--- src/rtl/mc_pkg.sv ---
// Shared definitions for the multicycle op dispatcher: state encoding, job record and sizing helper.
package mc_pkg;

    localparam logic [1:0] ST_IDLE  = 2'b00;
    localparam logic [1:0] ST_ISSUE = 2'b01;
    localparam logic [1:0] ST_WAIT  = 2'b10;

    localparam int MC_WIDTH = 8;

    typedef enum logic [1:0] {
        IDLE  = ST_IDLE,
        ISSUE = ST_ISSUE,
        WAIT  = ST_WAIT
    } state_t;

    typedef struct packed {
        logic                mode;
        logic [MC_WIDTH-1:0] a;
        logic [MC_WIDTH-1:0] b;
        logic [MC_WIDTH-1:0] c;
    } mc_job_t;

    // Packed {mode, a, b, c} width for an arbitrary operand width.
    function automatic int jobBits(input int width);
        return 1 + 3 * width;
    endfunction

endpackage

--- src/rtl/mc_op_dispatcher_if.sv ---
// Request, issue and status signals of the op dispatcher; the dispatcher takes the slave modport.
interface mc_op_dispatcher_if #(
    parameter int WIDTH = 8
);
    logic             in_valid;
    logic             in_ready;
    logic             in_mode;
    logic [WIDTH-1:0] in_a;
    logic [WIDTH-1:0] in_b;
    logic [WIDTH-1:0] in_c;
    logic             start;
    logic             mode;
    logic [WIDTH-1:0] op_a;
    logic [WIDTH-1:0] op_b;
    logic [WIDTH-1:0] op_c;
    logic             done;
    logic             busy;
    logic [7:0]       job_count;
    logic             timeout_err;

    modport master (
        output in_valid, in_mode, in_a, in_b, in_c, done,
        input  in_ready, start, mode, op_a, op_b, op_c, busy, job_count, timeout_err
    );

    modport slave (
        input  in_valid, in_mode, in_a, in_b, in_c, done,
        output in_ready, start, mode, op_a, op_b, op_c, busy, job_count, timeout_err
    );
endinterface

--- src/rtl/mc_dispatch_fifo.sv ---
// Circular-buffer job FIFO for the dispatcher; entries are {mode, a, b, c}, no bypass from push to pop.
module mc_dispatch_fifo
    import mc_pkg::*;
#(
    parameter int WIDTH = 8,
    parameter int DEPTH = 4
) (
    input  logic                       clk,
    input  logic                       reset,
    input  logic                       pushEn,
    input  logic [jobBits(WIDTH)-1:0]  pushData,
    input  logic                       popEn,
    output logic [jobBits(WIDTH)-1:0]  popData,
    output logic                       full,
    output logic                       empty
);
    localparam int JW = jobBits(WIDTH);
    localparam int AW = $clog2(DEPTH);
    localparam int CW = AW + 1;

    logic [JW-1:0] mem [DEPTH];
    logic [AW-1:0] wrPtr;
    logic [AW-1:0] rdPtr;
    logic [CW-1:0] count;
    logic          doPush;
    logic          doPop;

    assign full    = (count == CW'(DEPTH));
    assign empty   = (count == '0);
    assign doPush  = pushEn && !full;
    assign doPop   = popEn && !empty;
    assign popData = mem[rdPtr];

    // Pointers wrap naturally because DEPTH is a power of two.
    always_ff @(posedge clk or posedge reset) begin
        if (reset) begin
            wrPtr <= '0;
            rdPtr <= '0;
            count <= '0;
        end else begin
            if (doPush) wrPtr <= wrPtr + 1'b1;
            if (doPop)  rdPtr <= rdPtr + 1'b1;
            case ({doPush, doPop})
                2'b10:   count <= count + 1'b1;
                2'b01:   count <= count - 1'b1;
                default: count <= count;
            endcase
        end
    end

    always_ff @(posedge clk) begin
        if (doPush) mem[wrPtr] <= pushData;
    end

endmodule

--- src/rtl/mc_op_dispatcher.sv ---
// Job feeder for the multicycle datapath: queues requests, issues one at a time, counts retirements.
// Optional WAIT watchdog enabled by defining MC_DISPATCH_TIMEOUT_EN.
module mc_op_dispatcher
    import mc_pkg::*;
#(
    parameter int WIDTH   = MC_WIDTH,
    parameter int DEPTH   = 4,
    parameter int TIMEOUT = 15
) (
    input  logic                clk,
    input  logic                reset,
    mc_op_dispatcher_if.slave   bus
);
    localparam int JW = jobBits(WIDTH);

    if (DEPTH < 2 || (DEPTH & (DEPTH - 1)) != 0 || TIMEOUT < 1) begin : gBadParams
        $error("mc_op_dispatcher: DEPTH must be a power of two >= 2 and TIMEOUT >= 1");
    end

    state_t        state;
    state_t        nextState;
    logic [JW-1:0] pushData;
    logic [JW-1:0] popData;
    logic [JW-1:0] holdJob;
    logic          full;
    logic          empty;
    logic          pushEn;
    logic          popEn;
    logic          retire;
    logic          abort;
    logic [7:0]    jobCount;

    assign pushEn   = bus.in_valid && !full;
    assign pushData = {bus.in_mode, bus.in_a, bus.in_b, bus.in_c};

    mc_dispatch_fifo #(
        .WIDTH (WIDTH),
        .DEPTH (DEPTH)
    ) uFifo (
        .clk      (clk),
        .reset    (reset),
        .pushEn   (pushEn),
        .pushData (pushData),
        .popEn    (popEn),
        .popData  (popData),
        .full     (full),
        .empty    (empty)
    );

    always_ff @(posedge clk or posedge reset) begin
        if (reset) begin
            state <= IDLE;
        end else begin
            state <= nextState;
        end
    end

    // done outranks the watchdog, and is meaningless outside WAIT.
    always_comb begin
        nextState = state;
        popEn     = 1'b0;
        retire    = 1'b0;
        case (state)
            IDLE: begin
                if (!empty) begin
                    popEn     = 1'b1;
                    nextState = ISSUE;
                end
            end
            ISSUE: nextState = WAIT;
            WAIT: begin
                if (bus.done) begin
                    retire    = 1'b1;
                    nextState = IDLE;
                end else if (abort) begin
                    nextState = IDLE;
                end
            end
            default: nextState = IDLE;
        endcase
    end

    always_ff @(posedge clk or posedge reset) begin
        if (reset) begin
            holdJob  <= '0;
            jobCount <= '0;
        end else begin
            if (popEn)  holdJob  <= popData;
            if (retire) jobCount <= jobCount + 1'b1;
        end
    end

`ifdef MC_DISPATCH_TIMEOUT_EN
    localparam int WD_W = $clog2(TIMEOUT + 1);

    logic [WD_W-1:0] wdCount;
    logic            errFlag;

    // Count reaching TIMEOUT-1 here means this is the TIMEOUT-th cycle spent in WAIT.
    assign abort = (wdCount == WD_W'(TIMEOUT - 1));

    always_ff @(posedge clk or posedge reset) begin
        if (reset) begin
            wdCount <= '0;
            errFlag <= 1'b0;
        end else begin
            if (state == ISSUE) begin
                wdCount <= '0;
            end else if (state == WAIT) begin
                wdCount <= wdCount + 1'b1;
            end
            if (state == WAIT && !bus.done && abort) errFlag <= 1'b1;
        end
    end

    assign bus.timeout_err = errFlag;
`else
    assign abort           = 1'b0;
    assign bus.timeout_err = 1'b0;
`endif

    assign bus.in_ready  = !full;
    assign bus.start     = (state == ISSUE);
    assign bus.busy      = (state != IDLE);
    assign bus.job_count = jobCount;
    assign bus.mode      = holdJob[JW-1];
    assign bus.op_a      = holdJob[3*WIDTH-1:2*WIDTH];
    assign bus.op_b      = holdJob[2*WIDTH-1:WIDTH];
    assign bus.op_c      = holdJob[WIDTH-1:0];

endmodule

--- src/flat_wrapper.sv ---
// flat-port wrapper written by rule: the top's interface ports become plain ports
module mc_op_dispatcher_flat import mc_pkg::*;
#(
    parameter int WIDTH   = MC_WIDTH,
    parameter int DEPTH   = 4,
    parameter int TIMEOUT = 15
)
  (clk, reset, bus_in_valid, bus_in_mode, bus_in_a, bus_in_b, bus_in_c, bus_done, bus_in_ready, bus_start, bus_mode, bus_op_a, bus_op_b, bus_op_c, bus_busy, bus_job_count, bus_timeout_err);
  mc_op_dispatcher_if #(.WIDTH(WIDTH)) bus_i ();
  input  logic clk;
  input  logic reset;
  input wire logic [$bits(bus_i.in_valid)-1:0] bus_in_valid;
  input wire logic [$bits(bus_i.in_mode)-1:0] bus_in_mode;
  input wire logic [$bits(bus_i.in_a)-1:0] bus_in_a;
  input wire logic [$bits(bus_i.in_b)-1:0] bus_in_b;
  input wire logic [$bits(bus_i.in_c)-1:0] bus_in_c;
  input wire logic [$bits(bus_i.done)-1:0] bus_done;
  output wire logic [$bits(bus_i.in_ready)-1:0] bus_in_ready;
  output wire logic [$bits(bus_i.start)-1:0] bus_start;
  output wire logic [$bits(bus_i.mode)-1:0] bus_mode;
  output wire logic [$bits(bus_i.op_a)-1:0] bus_op_a;
  output wire logic [$bits(bus_i.op_b)-1:0] bus_op_b;
  output wire logic [$bits(bus_i.op_c)-1:0] bus_op_c;
  output wire logic [$bits(bus_i.busy)-1:0] bus_busy;
  output wire logic [$bits(bus_i.job_count)-1:0] bus_job_count;
  output wire logic [$bits(bus_i.timeout_err)-1:0] bus_timeout_err;
  assign bus_i.in_valid = bus_in_valid;
  assign bus_i.in_mode = bus_in_mode;
  assign bus_i.in_a = bus_in_a;
  assign bus_i.in_b = bus_in_b;
  assign bus_i.in_c = bus_in_c;
  assign bus_i.done = bus_done;
  assign bus_in_ready = bus_i.in_ready;
  assign bus_start = bus_i.start;
  assign bus_mode = bus_i.mode;
  assign bus_op_a = bus_i.op_a;
  assign bus_op_b = bus_i.op_b;
  assign bus_op_c = bus_i.op_c;
  assign bus_busy = bus_i.busy;
  assign bus_job_count = bus_i.job_count;
  assign bus_timeout_err = bus_i.timeout_err;
  mc_op_dispatcher #(.WIDTH(WIDTH), .DEPTH(DEPTH), .TIMEOUT(TIMEOUT)) u_core (.clk(clk), .reset(reset), .bus(bus_i));
endmodule
--- config.mk ---
export PLATFORM = sky130hd
export DESIGN_NAME = mc_op_dispatcher_flat
export DESIGN_NICKNAME = d
export VERILOG_FILES = /design/src/rtl/mc_pkg.sv /design/src/rtl/mc_op_dispatcher_if.sv /design/src/rtl/mc_dispatch_fifo.sv /design/src/rtl/mc_op_dispatcher.sv /design/src/flat_wrapper.sv
export SDC_FILE = /design/constraint.sdc
export NUM_CORES = 1
export LEC_CHECK = 0
export CAP_MARGIN = 10
export CORE_MARGIN = 1
export CORE_UTILIZATION = 50
export CTS_BUF_LIST = sky130_fd_sc_hd__clkbuf_4
export CTS_CLUSTER_SIZE = 14
export DETAILED_ROUTE_END_ITERATION = 8
export PLACE_DENSITY = 0.75
export SLEW_MARGIN = 20
export SYNTH_ARGS = -nofsm -noshare
export SYNTH_HDL_FRONTEND = slang
export SYNTH_SLANG_ARGS = --single-unit
--- constraint.sdc ---
create_clock -name clk -period 2.15 [get_ports clk]
set_input_delay 0.43 -clock clk [delete_from_list [all_inputs] [get_ports clk]]
set_output_delay 0.43 -clock clk [all_outputs]
set_load 0.005 [all_outputs]
==> impl.org, run 1 <==
** Status
- The run finished, with violations left.
- Failing checks :: DRC

** Logic synthesis
- Top cell type by total area after synthesis :: edfxtp_1
- The share of the Yosys chip area taken by registers is 0.731.
- Dominant combinational cell family by area after synthesis :: multiplexers
- Number of enable-type register cells in the synthesized netlist :: 100
- Compound-Gate Fraction of Synth Area :: 0
- After synthesis the cells add up to 5550 sq um.
- Sorting the synthesized cells by how often they occur yields edfxtp_1 (100), dfrtp_1 (42), mux2_4 (19).
- Multiplexer share of the synthesized area :: 0.176
- Leading register cell type out of synthesis :: edfxtp_1
- Counting distinct cell types in the post-synthesis netlist gives 33.
- edfxtp_1 is the most common cell in the netlist.
- Of the total synthesized cell area, the portion taken by AND, OR, NAND and NOR gates is 0.0331.
- Synth warnings :: 0
- For this run, asynchronously set or reset flops after synthesis account for 0.296.
- Portion of synthesized cell area occupied by the leading cell type :: 0.541
- Average cell area after synthesis :: 21.5 sq um
- By area the synthesized netlist is led by edfxtp_1 (54%), dfrtp_1 (19%), mux4_2 (7.3%), mux2_4 (5.1%), mux4_1 (3.3%).
- Flip-flop and latch count after synthesis :: 142
- Of the total synthesized cell area, the portion taken by full adders, half adders and majority gates is 0.0171.
- Post-Synthesis Net Count :: 294
- Of the total synthesized cell area, the portion taken by XOR and XNOR cells is 0.0205.
- Synthesis produced 258 cells.

** Power
- Pleak :: 2.55 nW
- Total design power :: 9.36 mW
- PwrDens :: 1380 nW/um^2
- Across the VDD grid, the largest voltage drop is 575 uV.

** Clocking
- CTS clk-pin slew, worst paths :: 0.12 ns
- CTS Sinks :: 142
- No sink is reached through more buffers than the 2 on the longest clock path.
- The clock tree synthesis step divided the H-tree into 4 levels.
- The number of clock buffers added by TritonCTS is 17.
- In this run the clock root is driven by a clkbuf_4.
- In this run, post-CTS hold repair placed 0 buffers.
- TritonCTS built the clock tree.
- At the later pin of the worst-skew pair, clock insertion delay measures 0.50 ns.

** Cells and area
- 0 antenna diodes ended up in the layout.
- Area Growth Syn to Fin :: 22.1%
- In the final design database the tool counted 390 nets.
- Number of standard cells in the final layout excluding fillers :: 507
- Ratio of cells with drive above 1 in the final layout :: 0.294

** Critical path
- Counting cells, the worst reg-to-reg path comes to 6.
- The worst setup path is of the reg -> out kind.
- In this run the worst path has a maximum fanout of 5.
- Required time at the endpoint of the critical path :: 1.72 ns
- Data arrives at the worst endpoint at 1.63 ns.
- Reg2reg end :: u_core.uFifo.count[1]$_DFFE_PP0P_
- The worst setup path is captured at an output port.
- Register-to-Register Setup Slack :: 0.15 ns
- CP startpoint kind :: flip-flop
- The startpoint identified for the worst register-to-register timing path is u_core.uFifo.count[1]$_DFFE_PP0P_.

** STA
- In the finished design, the share of the clock period the worst path needs comes to 0.958.
- The final-report max-slew violation count is 0.
- F_max :: 486 MHz
- For the final database, setup skew stands at 0.0167 ns.
- Setup repair after global routing left no endpoint under its margin.
- The count of final hold-check violations is 0.
- Subtracting the final worst setup slack from the clock period gives 2.06 ns.
- Final setup violation count :: 0

** Detailed routing
- Vias post-DR :: 2666
- Final wirelength :: 9320 microns
- DRC errors left :: 1
- Vias per cell :: 5.26
- The first detailed-routing pass took 6 iterations.
- After the first detailed-routing iteration, the DRC count stood at 107.
- The count of nets left with antenna violations once routing finished came out at 0.
- In the final routed layout, each cell accounts on average for 18.4 microns.

** Run
- The tool flagged a number of max-cap violations equal to 0.

** Global route
- Global-route wire length before repair :: 14800 microns
- Number of global-route vias before repair :: 2877
- Number of antenna violations at the first check in global routing :: 0
- Entering global routing, the biggest net connects 27 pins.
- Across every metal layer, demand over resource in global routing totals 0.179.
- Total overflow reported by the global router :: 0

** Place
- Routability-driven placement finished with a final weighted congestion of 0.696.
- Including well taps, the total number of placed cells is 468.
- Detailed placement finished with a half-perimeter wire length of 5870 microns.
- Count of input and output buffers :: 64

** Floorplan
- The initialized floorplan defines 38 standard-cell rows.
- Measured along the x axis, the die boundary spans 107 microns.
- I/O Pins :: 66
- Starting Density :: 0.512
- In this run the vertical extent of the chip is 107 microns.
- Core area :: 10800 sq um
- The die covers 11500 sq um.

** Worst hold path
- Worst min path class :: in -> async
placed cells by master, fill, tap and decap left out, types with 3 or more instances in the layout:
| master | count |
|---|---|
| xnor2_1 | 5 |
| inv_4 | 4 |
| mux2_4 | 19 |
| nand2_1 | 3 |
| and3_1 | 4 |
| inv_1 | 3 |
| nor2_1 | 5 |
| dfrtp_1 | 40 |
| bufinv_16 | 3 |
| mux4_1 | 7 |
| buf_4 | 18 |
| clkdlybuf4s50_1 | 61 |
| mux4_2 | 18 |
| mux2_2 | 9 |
| edfxtp_1 | 100 |
| ha_1 | 6 |
| buf_12 | 4 |
| xor2_1 | 8 |
| clkinv_1 | 3 |
| clkinv_2 | 3 |
| clkbuf_4 | 18 |
power breakdown:
| group | total (mW) | internal, mW | switching (mW) | leakage, nW |
|---|---|---|---|---|
| Clock | 1.68 | 0.802 | 0.881 | 0.164 |
| Combinational | 3.59 | 2.18 | 1.41 | 0.970 |
| Sequential | 4.08 | 3.75 | 0.334 | 1.42 |
| Total | 9.36 | 6.73 | 2.63 | 2.55 |
critical path: stages, from the launching register on:
cell	delay, ns
dfrtp_1	0.41
or3b_4	0.41
buf_6	0.13
clkdlybuf4s15_1	0.19
per-layer routing:
| metal | share of wire | GRT usage | vias to the layer above |
|---|---|---|---|
| li1 | - | - | 1214 |
| met1 | 0.41 | 0.223 | 1368 |
| met2 | 0.53 | 0.302 | 79 |
| met3 | 0.053 | 0.0484 | 5 |
| met4 | 0.0073 | 0.0626 | 0 |
| met5 | 0 | 0 | - |
cell families (layout without fill, tap and decap cells):
kind of cell               Yosys count  after routing
and+or+nand+nor                     28             28
other                                1              1
adders and majority gates            7              7
buffers and inverters               14            123
DFF                                142            142
muxes                               53             53
xor gates and xnor gates            13             13
worst max-delay path by stage:
stage / from / endpoint / cells after the start
4_1_cts: u_core.uFifo.count[0]$_DFFE_PP0P_ / u_core.uFifo.count[2]$_DFFE_PP0P_ / 8
5_1_grt: u_core.uFifo.count[1]$_DFFE_PP0P_ / bus_in_ready / 3
2_1_floorplan: u_core.state[1]$_DFFE_PP0P_ / u_core.uFifo.count[1]$_DFFE_PP0P_ / 7
6_report: u_core.uFifo.count[1]$_DFFE_PP0P_ / bus_in_ready / 3
3_5_place_dp: bus_in_valid / u_core.uFifo.count[2]$_DFFE_PP0P_ / 8
3_3_place_gp: bus_in_valid / u_core.uFifo.count[2]$_DFFE_PP0P_ / 8
what timing repair did:
action | CTS | global route
pin swaps | 2 | 0
gates resized for setup | 10 | 1
endpoints found under the setup margin | 2 | 1
setup buffers | 7 | 0
final cells by class:
type	instances	area (sq um)
fill	764	4060
sequential	142	4060
multi-input combinational	102	1390
timing repair buffer	87	865
tap	140	175
clock inverter	14	145
clock buffer	18	135
inverter	4	15.0
state kept, by name, indices dropped and copies added (netlist names):
signal / flops
u_core.bus.job_count: 8
u_core.state: 2
u_core.uFifo.wrPtr: 2
u_core.uFifo.mem: 100
u_core.uFifo.rdPtr: 2
u_core.uFifo.count: 3
u_core.holdJob: 25
metrics by stage:
step | hold slack, ns | utilization | setup slack (ns) | setup TNS (ns) | cell area, sq um
after floorplan | 0.465 | - | 0.0505 | 0 | 5550
after global placement | 0.456 | 0.593 | 0.0312 | 0 | 6430
after detailed placement | 0.473 | 0.593 | -0.0321 | -0.0321 | 6430
after CTS | 0.219 | 0.625 | 0.0491 | 0 | 6770
after global routing | 0.236 | 0.625 | 0.00538 | 0 | 6780
final | 0.239 | 0.625 | 0.0913 | 0 | 6780
No activity file was read; power rests on OpenSTA's default activity.
==> run 2: changes to the inputs <==
Settings changed: PLACE_DENSITY 0.75 to 0.86.
==> run 2 against run 1 <==
Compared with the run above: the run now ends clean; setup slack better by 0.013 ns; combinational power is 2% lower; global-route usage hardly changed.
==> impl.org, run 2 (synthesized netlist as in run 1, its figures left out) <==
** Status
- The flow ran to the end, and the final reports show no timing, DRC or antenna violations.

** Critical path
- In this run the critical register-to-register path is launched from u_core.uFifo.count[0]$_DFFE_PP0P_.
- By startpoint and endpoint, the worst setup path is classified as reg -> reg.
- The biggest cell delay along the critical path came to 0.43 ns (+0.02 ns).
- The reg2reg setup slack was 0.10 ns (-0.05 ns).
- Worst Path Max Fanout :: 6 (+1)
- The worst setup path is captured at a flip-flop.
- CP startpoint kind :: flip-flop
- Critical path, cell by cell :: or3b_4 -> and2_4 -> inv_1 -> ha_1 -> fa_1 -> mux2_2
- Crit path DAT :: 2.43 ns (+0.80 ns)
- Required time at the endpoint of the critical path :: 2.54 ns (+0.82 ns)
- Worst path slowest cell :: or3b_4
- Critical path origin :: u_core.uFifo.count[0]$_DFFE_PP0P_

** STA
- The total negative setup slack was 0 ns (unchanged).
- Final setup violation count :: 0 (unchanged)
- The final-report max-slew violation count was 0 (unchanged).
- Shortest clock period the worst path allows after layout :: 2.05 ns (-0.0133 ns)
- Setup slack of the critical path after layout :: 0.105 ns (+0.0133 ns)
- Final worst clock skew :: 0.0176 ns (+0.000942 ns)
- The highest clock rate came to 489 MHz (+0.65%).
- Setup repair after global routing left no endpoint under its margin.
- Final Hold Vio Count :: 0 (unchanged)
- The post-route clock period utilization was 0.951 (-0.00621).

** Cells and area
- The net count reported at finish came to 386 (-1.0%).
- Flip-flop count of the largest register after layout :: 100 (unchanged)
- Ratio of cells with drive above 1 in the final layout :: 0.292 (-0.00227)
- Antenna diode count :: 0 (unchanged)
- FILL cells :: 764 (unchanged)
- The library cells used most frequently in the layout, excluding fill and tap cells, are edfxtp_1 (100), clkdlybuf4s50_1 (62), dfrtp_1 (40).
- Area Growth Syn to Fin :: 21.5%
- The library cell used most frequently in the layout, excluding fill and tap cells, is edfxtp_1.
- More flip-flops sit in one register than any other, and that register is u_core.uFifo.mem.

** Global route
- The overall fraction of global-route tracks in use came to 0.178 (-0.000425).
- The initial antenna violation count came to 0 (unchanged).
- Global-route wire length before repair :: 14700 microns (-0.14%)
- The number of global-route vias before repair came to 2837 (-1.4%).
- Largest net degree at the start of global routing :: 43 (+59%)
- The total congestion overflow came to 0 (unchanged).

** Floorplan
- The core box area came to 10800 sq um (unchanged).
- The boundary pin count came to 66 (unchanged).
- The height of the die came to 107 microns (unchanged).
- The starting density of the core came to 0.512 (unchanged).
- The die width was 107 microns (unchanged).
- The total die area came to 11500 sq um (unchanged).
- Num rows :: 38 (unchanged)

** Place
- Count of input and output buffers :: 64 (unchanged)
- Final RePlAce weighted congestion :: 0.727 (+4.5%)
- Half-perimeter wire length of the detailed placement result :: 5710 microns (-2.8%)
- The placement-stage worst setup slack came to -0.0395 ns (-0.00731 ns).

** Power
- PwrDens :: 1360 nW/um^2 (-1.2%)
- The total design power is 9.20 mW (-1.7%).
- The peak ir drop on the vdd network came to 634 uV (+10%).
- Pleak :: 2.51 nW (-1.6%)

** Run
- Number of max-cap violations :: 0 (unchanged)

** Detailed routing
- WL/cell :: 18.2 microns (-1.0%)
- The number of routed nets with antenna violations was 0 (unchanged).
- The final routed DRC violation total is 0 (-1).
- The total routed wirelength is 9150 microns (-1.8%).
- Vias per cell :: 5.28 (+0.45%)
- Vias post-DR :: 2657 (-0.34%)
- Initial DRC count :: 123 (+15%)
- The number of detailed-route iterations in the first pass came to 4 (-2).

** Worst hold path
- Worst min path class :: in -> async

** Clocking
- Clock tree synthesis selected as its root buffer the cell clkbuf_4.
- The maximum clock path buffer count came to 2 (unchanged).
- Clock latency at the later pin of the worst-skew pair :: 0.51 ns (about the same)
- The number of H-tree branching levels is 4 (unchanged).
- Number of buffers added by the clock tree synthesis step :: 17 (unchanged)
- The CTS clock-pin slew for the worst setup and hold paths is 0.12 ns (about the same).
- TritonCTS built the clock tree.
- The clock net sink count is 142 (unchanged).
==> run 2: changes by cell type in the layout (fill, tap and decap cells not counted), moves of 2 or more <==
cell	delta
clkinv_1	-2
buf_4	-4
clkinv_4	+2
inv_4	-4
clkbuf_4	+2
clkinvlp_4	+3
==> run 2: worst paths after layout <==
kind	to	cells after the start
max in group asynchronous	u_core.uFifo.rdPtr[0]$_DFFE_PP0P_	3
min in group clk	u_core.bus.job_count[7]$_DFFE_PP0P_	1
worst max-delay path	u_core.uFifo.count[1]$_DFFE_PP0P_	6
worst min register to register	u_core.bus.job_count[7]$_DFFE_PP0P_	1
worst min-delay path	u_core.holdJob[8]$_DFFE_PP0P_	3
worst max register to register	u_core.uFifo.count[1]$_DFFE_PP0P_	6
==> run 2: stage by stage <==
step / instances / hold slack (ns) / util / cell area, sq um
floorplan: 258 / 0.465 / - / 5550
global placement: 468 / 0.455 / 0.594 / 6440
detailed placement: 468 / 0.459 / 0.594 / 6440
CTS: 501 / 0.229 / 0.620 / 6730
global route: 503 / 0.256 / 0.622 / 6740
finish: 503 / 0.261 / 0.622 / 6740
==> run 2: power by group <==
part	switching (mW)	internal [mW]
combinational	1.37	2.14
clock	0.886	0.719
sequential	0.342	3.75
==> run 2: area by class of cell <==
cell class	instances	area (sq um)	share of cell area
Timing Repair Buffer	83	843	0.125
Sequential cell	142	4060	0.601
Clock inverter	12	124	0.0184
Inverter	4	15.0	0.00223
Tap cell	140	175	0.0260
Clock buffer	20	150	0.0223
Multi-Input combinational cell	102	1380	0.205
==> run 2: routing by layer <==
metal / share of wire / track usage / up-vias
met3: 0.041 / 0.0515 / 8
met2: 0.54 / 0.313 / 68
met5: 0 / 0 / -
met1: 0.41 / 0.210 / 1384
li1: - / - / 1197
met4: 0.011 / 0.0587 / 0
==> run 2: worst max-delay path, delay by kind of cell (launching register included) <==
family / cells / cell delay (ns)
adder cells (fa/ha/maj): 2 / 0.60
buffers and inverters: 1 / 0.05
multiplexers: 1 / 0.28
AND/OR/NAND/NOR: 2 / 0.60
flip-flops: 1 / 0.41
==> run 2: repair_timing <==
item,in CTS,in global routing
gates resized for setup,5,2
pin swaps,1,0
gates cloned,0,0
setup endpoints to repair,2,1
buffers inserted,2,2
hold buffers,0,0
endpoints found under the hold margin,0,0
==> run 3: changes to the inputs <==
Settings changed: RECOVER_POWER from default to 100.
==> run 3 against run 2 <==
Compared with the run above: sequential share of layout area grew 1.4 points; global-route usage is the same; clock-buffer cell count is the same; via count shrank 0.26%; sequential power is essentially flat; power shrank 5.9%; combinational power shrank 15%; register-to-register slack is essentially flat; routed wire length shrank 0.37%; worst hold slack gained 0.20 ns; final cell count is the same; critical path type unchanged; critical endpoint unchanged; largest power group unchanged.
==> impl.org, run 3 (synthesized netlist as in run 1, its figures left out) <==
** Clocking
- The maximum clock path buffer count came to 2 (unchanged).
- TritonCTS built the clock tree.
- In this run the clock root is driven by a clkbuf_4.
- The post-cts hold buffer count came to 0 (unchanged).
- The insertion delay of the later-clocked pin in the worst-skew pair was 0.50 ns (about the same).
- CTS clk-pin slew, worst paths :: 0.11 ns (about the same)
- The number of buffers added by the clock tree synthesis step was 17 (unchanged).
- H-tree depth :: 4 (unchanged)
- The clock net sink count came to 142 (unchanged).

** Place
- Cell Count Post-Placement :: 468 (unchanged)
- The placement-stage worst setup slack was -0.0395 ns (unchanged).
- The final HPWL from detailed placement is 5710 microns (unchanged).
- The quantity of I/O buffers inserted on ports came to 64 (unchanged).
- The weighted congestion reported at the end of routability-driven placement is 0.727 (unchanged).

** Cells and area
- FILL cells :: 791 (+3.5%)
- Post-layout utilization of the core :: 0.608 (-0.0137)
- The net count reported at finish is 386 (unchanged).
- The final antenna diode count is 0 (unchanged).
- The share of layout cells above drive strength 1 was 0.240 (-0.0523).
- Most flop-heavy register :: u_core.uFifo.mem
- Relative to the synthesized area, the layout overhead comes to 18.9%.
- The area taken by flip-flops and latches came to 4060 sq um (unchanged).
- The flip-flop count of the largest register, all copies and words added was 100 (unchanged).
- In the layout the commonest cells are edfxtp_1 (100), dlygate4sd3_1 (58), dfrtp_1 (40).
- The library cell used most frequently in the layout, excluding fill and tap cells, is edfxtp_1.
- The post-layout instance count excluding filler cells came to 503 (unchanged).
- Area used by multi-input combinational logic :: 1310 sq um (-4.8%)

** Critical path
- Required time at the endpoint of the critical path :: 2.53 ns (about the same)
- In this run the critical register-to-register path is captured at u_core.uFifo.count[1]$_DFFE_PP0P_.
- Traced cell by cell, the critical path runs through or3b_4 -> and2_4 -> inv_1 -> ha_1 -> fa_1 -> mux2_2.
- The worst register-to-register path begins at u_core.uFifo.count[0]$_DFFE_PP0P_.
- Classification of the worst setup path :: reg -> reg
- The reg2reg setup slack came to 0.10 ns (about the same).
- CP startpoint kind :: flip-flop
- Slowest Stage Delay on Critical Path :: 0.44 ns (about the same)
- Depth of the worst register-to-register path :: 6 (unchanged)
- The largest individual stage delay along the critical path comes from the cell or3b_4.
- Critical path capture point type :: flip-flop
- Crit path DAT :: 2.43 ns (about the same)
- Worst Path Max Fanout :: 6 (unchanged)

** STA
- Setup repair after global routing left no endpoint under its margin.
- Final worst clock skew :: 0.0195 ns (+0.00189 ns)
- Number of pins with negative max-slew slack in the final report :: 0 (unchanged)
- Final Hold Vio Count :: 0 (unchanged)
- Final cycle utilization of the critical path :: 0.952 (about the same)
- At the pin with the least slew margin, the transition time is 1.12 ns.
- The number of endpoints failing setup at the final stage is 0 (unchanged).
- Normalized max-slew margin :: 0.254
- F_max :: 489 MHz (about the same)
- The total negative setup slack is 0 ns (unchanged).
- The minimum period implied by the final worst setup slack is 2.05 ns (+0.00156 ns).
- Setup slack of the critical path after layout :: 0.103 ns (-0.00156 ns)

** Floorplan
- Die span in y :: 107 microns (unchanged)
- The boundary pin count was 66 (unchanged).
- Core area :: 10800 sq um (unchanged)
- The die width was 107 microns (unchanged).
- The total die area is 11500 sq um (unchanged).
- The starting density of the core was 0.512 (unchanged).
- Num rows :: 38 (unchanged)

** Worst hold path
- Worst Hold Path Cells :: 1
- Worst min-delay path startpoint :: u_core.bus.job_count[7]$_DFFE_PP0P_
- In this run the worst hold path is classified as reg -> reg.
- Hold Crit Endpoint :: u_core.bus.job_count[7]$_DFFE_PP0P_

** Detailed routing
- Detailed-router iteration count before antenna repair :: 6 (+2)
- DRC errors left :: 0 (unchanged)
- The detailed-route wire length per cell is 18.1 microns (-0.37%).
- The average vias per placed instance was 5.27 (-0.26%).
- The count of routing violations after the opening detailed-route iteration came to 114 (-7.3%).
- The via count of the routed design was 2650 (-0.26%).
- The total routed wirelength was 9120 microns (-0.37%).
- The number of routed nets with antenna violations came to 0 (unchanged).

** Power
- Seq pwr share :: 0.470 (+0.026)
- Net switching share of the total power :: 0.291 (+0.00853)
- Internal power :: 6.14 mW (-7.0%)
- PwrDens :: 1310 nW/um^2 (-3.8%)
- Pleak :: 2.45 nW (-2.4%)
- The switching power summed over all nets came to 2.52 mW (-3.0%).
- Clock share of power :: 0.185 (+0.011)
- The total design power came to 8.66 mW (-5.9%).
- The peak ir drop on the vdd network is 553 uV (-13%).
- Proportion of power drawn by combinational gates :: 0.345 (-0.036)

** Global route
- The global-route track usage on met3 came to 0.0515 (unchanged).
- Largest net degree at the start of global routing :: 43 (unchanged)
- Number of antenna violations at the first check in global routing :: 0 (unchanged)
- Number of global-route vias before repair :: 2837 (unchanged)
- After global routing, the most crowded layer is met2.
- Total overflow reported by the global router :: 0 (unchanged)
- Global-route wire length before repair :: 14700 microns (unchanged)
- Global-route usage over all layers :: 0.178 (unchanged)
- The met1 usage in global routing is 0.210 (unchanged).
- The fraction of met2 tracks used by global routing was 0.313 (unchanged).

** Status
- Status :: complete, no violations

** Run
- Number of max-cap violations :: 0 (unchanged)
## run 3: cell types whose count changed in the layout (fill, tap and decap cells not counted), moves of 4 or more
cell,previous run,this run
buf_12,5,0
clkdlybuf4s50_1,62,4
dlygate4sd3_1,0,58
mux2_1,0,17
buf_4,14,10
clkbuf_2,0,7
mux2_4,19,2
## run 3: final cells by class
type	instances	share of cell area
clock buffer	20	0.0228
clock inverter	12	0.0188
inverter	4	0.00228
multi-input combinational	102	0.199
sequential	142	0.615
tap	140	0.0266
timing repair buffer	83	0.115
## run 3: metrics by stage
stage | cell area [sq um] | hold WS, ns
2_1_floorplan | 5550 | 0.465
3_3_place_gp | 6440 | 0.455
3_5_place_dp | 6440 | 0.459
4_1_cts | 6730 | 0.229
5_1_grt | 6600 | 0.516
6_report | 6600 | 0.463
## run 3: worst max path at each step
stage / startpoint / to / cells after the start
6_report: u_core.uFifo.count[0]$_DFFE_PP0P_ / u_core.uFifo.count[1]$_DFFE_PP0P_ / 6
5_1_grt: u_core.uFifo.count[0]$_DFFE_PP0P_ / bus_in_ready / 2
4_1_cts: u_core.state[1]$_DFFE_PP0P_ / bus_start / 2
3_5_place_dp: bus_in_valid / u_core.uFifo.count[2]$_DFFE_PP0P_ / 8
3_3_place_gp: bus_in_valid / u_core.uFifo.count[2]$_DFFE_PP0P_ / 8
2_1_floorplan: u_core.state[1]$_DFFE_PP0P_ / u_core.uFifo.count[1]$_DFFE_PP0P_ / 7
## run 3: per-layer routing
metal	part of all wire	up-vias
met3	0.052	6
li1	-	1198
met4	0.0082	0
met5	0	-
met2	0.54	81
met1	0.40	1365
## run 3: power groups by stage
| stage | clock network, mW | registers [mW] | logic [mW] |
|---|---|---|---|
| 6_report | 1.60 | 4.07 | 2.99 |
| 5_1_grt | 1.78 | 4.16 | 3.27 |
| 4_1_cts | 1.66 | 4.09 | 3.55 |
| 3_5_place_dp | 0 | 4.16 | 3.51 |
| 3_3_place_gp | 0 | 4.11 | 3.37 |
| 2_1_floorplan | 0 | 4.11 | 2.31 |
## run 3: worst max-delay path: cells and delay by family, from the launching register on
family | cells | cell delay [ns]
and+or+nand+nor | 2 | 0.61
adders and majority gates | 2 | 0.60
DFF | 1 | 0.41
muxes | 1 | 0.28
buffers and inverters | 1 | 0.05
## run 3: repair_timing
item,in CTS,in global routing
setup endpoints to repair,2,1
gates cloned,0,0
setup buffers,2,2
pin swaps,1,0
resized for setup,5,2
